--- src/rtl/bridge_arbiter.sv ---
// Round-robin arbiter sharing the system Bridge between the CPU memory stage (0) and the debug/DMA port (1).
// Optional BRG_ARB_ADDR_CHECK_EN rejects out-of-window or misaligned addresses with a one-cycle error Ack.
`timescale 1ns/1ps

module bridge_arbiter #(
  parameter int ADDR_W = 32,
  parameter int DATA_W = 32
) (
  input  logic              ARB_i_clk,
  input  logic              ARB_i_reset,
  input  logic              ARB_i_Req0,
  input  logic              ARB_i_Req1,
  input  logic [ADDR_W-1:0] ARB_i_Addr0,
  input  logic [ADDR_W-1:0] ARB_i_Addr1,
  input  logic              ARB_i_WEn0,
  input  logic              ARB_i_WEn1,
  input  logic [3:0]        ARB_i_ByteEn0,
  input  logic [3:0]        ARB_i_ByteEn1,
  input  logic [DATA_W-1:0] ARB_i_WData0,
  input  logic [DATA_W-1:0] ARB_i_WData1,
  output logic              ARB_o_Ack0,
  output logic              ARB_o_Ack1,
  output logic [DATA_W-1:0] ARB_o_RData,
  output logic              ARB_o_Err,
  output logic [ADDR_W-1:0] ARB_o_Addr,
  output logic [3:0]        ARB_o_ByteEnable,
  output logic [DATA_W-1:0] ARB_o_WData,
  output logic              ARB_o_WEnable,
  input  logic [DATA_W-1:0] ARB_i_RData
);

  typedef enum logic [1:0] {IDLE = 2'd0, ISSUE = 2'd1, ACK = 2'd2} state_t;

  state_t state, next_state;

  logic              last_grant;
  logic              grant;
  logic              winner;
  logic              start;
  logic              reject;
  logic [ADDR_W-1:0] sel_addr;
  logic              sel_wen;
  logic [3:0]        sel_be;
  logic [DATA_W-1:0] sel_wdata;
  logic [ADDR_W-1:0] addr_q;
  logic              wen_q;
  logic [3:0]        be_q;
  logic [DATA_W-1:0] wdata_q;
  logic [DATA_W-1:0] rdata_q;

  // On a tie the requester that was not granted last time wins.
  always_comb begin
    winner = ARB_i_Req1;
    if (ARB_i_Req0 && ARB_i_Req1) begin
      winner = ~last_grant;
    end
    sel_addr  = winner ? ARB_i_Addr1   : ARB_i_Addr0;
    sel_wen   = winner ? ARB_i_WEn1    : ARB_i_WEn0;
    sel_be    = winner ? ARB_i_ByteEn1 : ARB_i_ByteEn0;
    sel_wdata = winner ? ARB_i_WData1  : ARB_i_WData0;
  end

`ifdef BRG_ARB_ADDR_CHECK_EN
  logic addr_ok;
  logic err_q;

  assign addr_ok = (sel_addr[1:0] == 2'b00) &&
                   (((sel_addr >= ADDR_W'(32'h7F00)) && (sel_addr <= ADDR_W'(32'h7F0B))) ||
                    ((sel_addr >= ADDR_W'(32'h7F10)) && (sel_addr <= ADDR_W'(32'h7F1B))));
  assign ARB_o_Err = err_q;
`else
  assign ARB_o_Err = 1'b0;
`endif

  always_ff @(posedge ARB_i_clk) begin
    if (ARB_i_reset) begin
      state <= IDLE;
    end else begin
      state <= next_state;
    end
  end

  always_comb begin
    next_state = state;
    start      = 1'b0;
    reject     = 1'b0;
    case (state)
      IDLE: begin
        if (ARB_i_Req0 || ARB_i_Req1) begin
          start      = 1'b1;
          next_state = ISSUE;
`ifdef BRG_ARB_ADDR_CHECK_EN
          if (!addr_ok) begin
            reject     = 1'b1;
            next_state = ACK;
          end
`endif
        end
      end
      ISSUE:   next_state = ACK;
      ACK:     next_state = IDLE;
      default: next_state = IDLE;
    endcase
  end

  // Bridge outputs hold the latched request only during ISSUE; a rejected request never touches them.
  always_ff @(posedge ARB_i_clk) begin
    if (ARB_i_reset) begin
      last_grant <= 1'b1;
      grant      <= 1'b0;
      addr_q     <= '0;
      wen_q      <= 1'b0;
      be_q       <= '0;
      wdata_q    <= '0;
      rdata_q    <= '0;
`ifdef BRG_ARB_ADDR_CHECK_EN
      err_q      <= 1'b0;
`endif
    end else begin
      if (start) begin
        grant <= winner;
`ifdef BRG_ARB_ADDR_CHECK_EN
        err_q <= reject;
`endif
        if (reject) begin
          last_grant <= winner;
          rdata_q    <= '0;
        end else begin
          addr_q  <= sel_addr;
          wen_q   <= sel_wen;
          be_q    <= sel_be;
          wdata_q <= sel_wdata;
        end
      end
      if (state == ISSUE) begin
        rdata_q    <= ARB_i_RData;
        last_grant <= grant;
        addr_q     <= '0;
        be_q       <= '0;
        wdata_q    <= '0;
      end
    end
  end

  assign ARB_o_Ack0       = (state == ACK) && !grant;
  assign ARB_o_Ack1       = (state == ACK) && grant;
  assign ARB_o_WEnable    = (state == ISSUE) && wen_q;
  assign ARB_o_RData      = rdata_q;
  assign ARB_o_Addr       = addr_q;
  assign ARB_o_ByteEnable = be_q;
  assign ARB_o_WData      = wdata_q;

endmodule

--- config.mk ---
export PLATFORM = sky130hd
export DESIGN_NAME = bridge_arbiter
export DESIGN_NICKNAME = d
export VERILOG_FILES = /design/src/rtl/bridge_arbiter.sv
export SDC_FILE = /design/constraint.sdc
export NUM_CORES = 1
export LEC_CHECK = 0
export BUFFER_PORTS_ARGS = -buffer_cell sky130_fd_sc_hd__buf_2
export CORE_MARGIN = 2
export CORE_UTILIZATION = 40
export DETAILED_ROUTE_END_ITERATION = 8
export GPL_TIMING_DRIVEN = 0
export PLACE_DENSITY = 0.84
export REMOVE_ABC_BUFFERS = 1
export SKIP_LAST_GASP = 1
export SYNTH_ARGS = -nofsm -noshare
export SYNTH_HDL_FRONTEND = slang
export SYNTH_SLANG_ARGS = --single-unit
--- constraint.sdc ---
create_clock -name ARB_i_clk -period 1.6 [get_ports ARB_i_clk]
set_input_delay 0.08 -clock ARB_i_clk [delete_from_list [all_inputs] [get_ports ARB_i_clk]]
set_output_delay 0.08 -clock ARB_i_clk [all_outputs]
set_load 0.005 [all_outputs]
==> results.py <==
metrics = {
    "routing": {
        "avgRoutedWirePerCell_um": 18.90,
        "drt_iter0_markers": 479,
        "num_vias": 5097,
        "ant_nets": 0,
        "drt_first_pass_iters": 4,
        "drt_wl_total_mm": 17.67,
        "via_per_inst": 5.451,
        "drc_errors": 0,
    },
    "die": {
        "core_um2": 11470,
        "die_x_um": 112.6,
        "die_y_um": 112.6,
        "io_pins": 278,
        "dieArea_um2": 12670,
        "start_util": 0.4110,
        "rows": 39,
    },
    "clocking": {
        "cts_root_buf": "clkbuf_16",
        "clk_transition_reported_paths_ns": 0.08,
        "cts_buffer_depth": 2,
        "clk_latency_ns": 0.35,
        "cts-buffers-inserted": 9,
        "clock_sinks": 105,
        "cts_tree": "yes",
        "htreeDepth": 3,
    },
    "synth": {
        "syn_inst": 486,
        "ys_types": 22,
        "yosysSeqAreaShare": 0.4460,
        "synth_top_area_share": 0.4460,
        "synth.largest_area_cell": "dfxtp_1",
        "synth_seq_cells": 105,
        "yosys-top-cells-area": "dfxtp_1, a311oi_2, nand2_1",
        "ys.warnings.count": 0,
        "synth_area_um2": 4713,
        "synth.avg_cell_area_um2": 9.698,
    },
    "placed_design": {
        "placed_cells": 859,
        "post-place-ws_ns": -1.185,
        "dp_hpwl_mm": 10.00,
        "place_area_um2": 6145,
        "gp_congestion": 0.8011,
        "numPortBuffers": 276,
    },
    "critical_path": {
        "required_ns": 1.82,
        "crit_type": "register to register",
        "crit_arrival_ns": 1.73,
        "cp-end-kind": "register",
        "cp-start-kind": "register",
        "cp_max_fo": 43,
    },
    "grt": {
        "grt_first_pass_wirelength_mm": 26.83,
        "grt_pass1_vias": 5077,
        "antenna_found_initial": 0,
        "track_usage": 0.2673,
        "globalRouteOverflowTotal": 0,
        "grt_max_degree": 44,
    },
    "flow_run": {
        "cap_violations": 0,
    },
    "sta": {
        "fin_crit_ns": 1.516,
        "fin_setup_tns_ns": 0,
        "finClkSkew_ns": 0.006296,
        "timing.final.hold_violations": 0,
        "finalCritPeriodShare": 0.9474,
        "tightestPinTransition_ns": 0.8622,
        "setup-violations-final": 0,
        "fmax_mhz": 659.7,
        "setup_ws_ns": 0.08409,
        "timing.slew.headroom": 0.4252,
        "rsz0062_at_grt": "false",
        "fin_hold_ws_ns": 0.009656,
        "drv_slew": 0,
    },
    "power_and_ir_drop": {
        "ir_worst_vdd_mv": 0.8773,
        "power_mw": 7.066,
        "total_leakage_power_nw": 3.304,
        "powerDensity_nw_per_um2": 992.2,
    },
    "layout": {
        "drive_gt1_frac": 0.5051,
        "seq_area_um2": 2105,
        "antenna_cells": 0,
        "final_util": 0.6211,
        "multi_input_area_um2": 2401,
        "fillerInstances": 903,
        "design_area_um2": 7122,
        "area_delta_synth_final_pct": 51.10,
        "final-instance-count-excl-fill": 935,
        "num-nets-final": 961,
    },
    "status": {
        "status": "finished clean",
    },
    "min_path": {
        "hp-class": "primary input to register",
    },
}
==> flip-flops by register name (all words and copies together) (netlist names) <==
name and count:
ARB_o_ByteEnable 4, ARB_o_WData 32, ARB_o_Addr 32, wen_q 1, state 2, last_grant 1
ARB_o_RData 32, grant 1
==> critical path, cell delays in order (launching register included) <==
cell and delay (ns):
dfxtp_2 0.38, nor2_4 0.15, buf_12 0.23, and2_4 0.43, a311oi_2 0.16
==> cell usage after synthesis <==
library cell  instances
nand2_1             139
a21o_1                1
buf_6                10
a21boi_2              1
clkbuf_1             29
nor3b_1               2
a2bb2oi_1             1
a21bo_1               1
a22o_1               32
nor2b_1               3
buf_2                11
and2_4                1
dfxtp_1             105
a311oi_2             69
inv_1                 1
or2_1                 2
conb_1                1
and2_1                1
buf_4                 4
a21oi_1              70
nor2_2                1
nor2_1                1
==> final timing paths <==
check	from	end	slack, ns	depth (start not counted)
min	ARB_i_WData0[5]	ARB_o_WData[5]	0.01	3
min reg2reg	ARB_o_RData[8]	ARB_o_RData[8]	0.48	1
max	state[0]	ARB_o_Addr[17]	0.08	4
max reg2reg	state[0]	ARB_o_Addr[17]	0.08	4
==> metal layers <==
| metal | track usage | up-vias | wire, µm |
|---|---|---|---|
| met1 | 0.3060 | 2392 | 6852 |
| met5 | 0 | - | 0 |
| met2 | 0.4675 | 280 | 8676 |
| met3 | 0.07073 | 43 | 1599 |
| li1 | - | 2382 | - |
| met4 | 0.1171 | 0 | 543 |
==> layout make-up <==
cell class                      instances  area share
Tap cell                              143     0.02512
Sequential cell                       105      0.2955
Timing Repair Buffer                  338      0.3011
Clock inverter                          6    0.007027
Inverter                                1   0.0005271
Clock buffer                           10     0.03356
Multi-Input combinational cell        332      0.3371
==> report_power, final <==
| part | leakage (nW) | internal (mW) | switching (mW) |
|---|---|---|---|
| Clock | 0.141 | 1.12 | 1.04 |
| Sequential | 0.865 | 2.87 | 0.146 |
| Combinational | 2.30 | 0.906 | 0.988 |
| Total | 3.30 | 4.89 | 2.17 |
==> what timing repair did <==
action | 4_1_cts | 5_1_grt
endpoints found under the setup margin | 103 | 81
buffers inserted | 7 | 7
resized for setup | 8 | 4
pin swaps | 2 | 1
hold buffers | 40 | 0
gates cloned | 5 | 1
endpoints found under the hold margin | 40 | 0
==> cells by family (layout without fill, tap and decap cells) <==
logic type | after synthesis | after routing | synth area share
AOI/OAI and AO/OA | 175 | 176 | 0.3616
buffers and inverters | 55 | 355 | 0.06583
DFF | 105 | 105 | 0.4460
other | 1 | 1 | 0.0007956
and+or+nand+nor | 150 | 155 | 0.1258
==> cell usage in the layout (no fill, tap or decap), types with 2 or more instances in the layout <==
cell type      netlist  routed
nor2_4               0       3
a22o_1              32      32
dfxtp_2              0       2
or2_4                0       2
buf_12               0      13
dlygate4sd3_1        0      40
buf_4                4       6
and2_4               1       4
clkbuf_16            0       9
clkinv_4             0       2
buf_8                0       2
dfxtp_1            105     103
a311oi_2            69      69
buf_2               11     276
nor3b_1              2       2
nand2_1            139     139
a21oi_1             70      70
nor2b_4              0       2
Power figures use the tool's default switching activity.
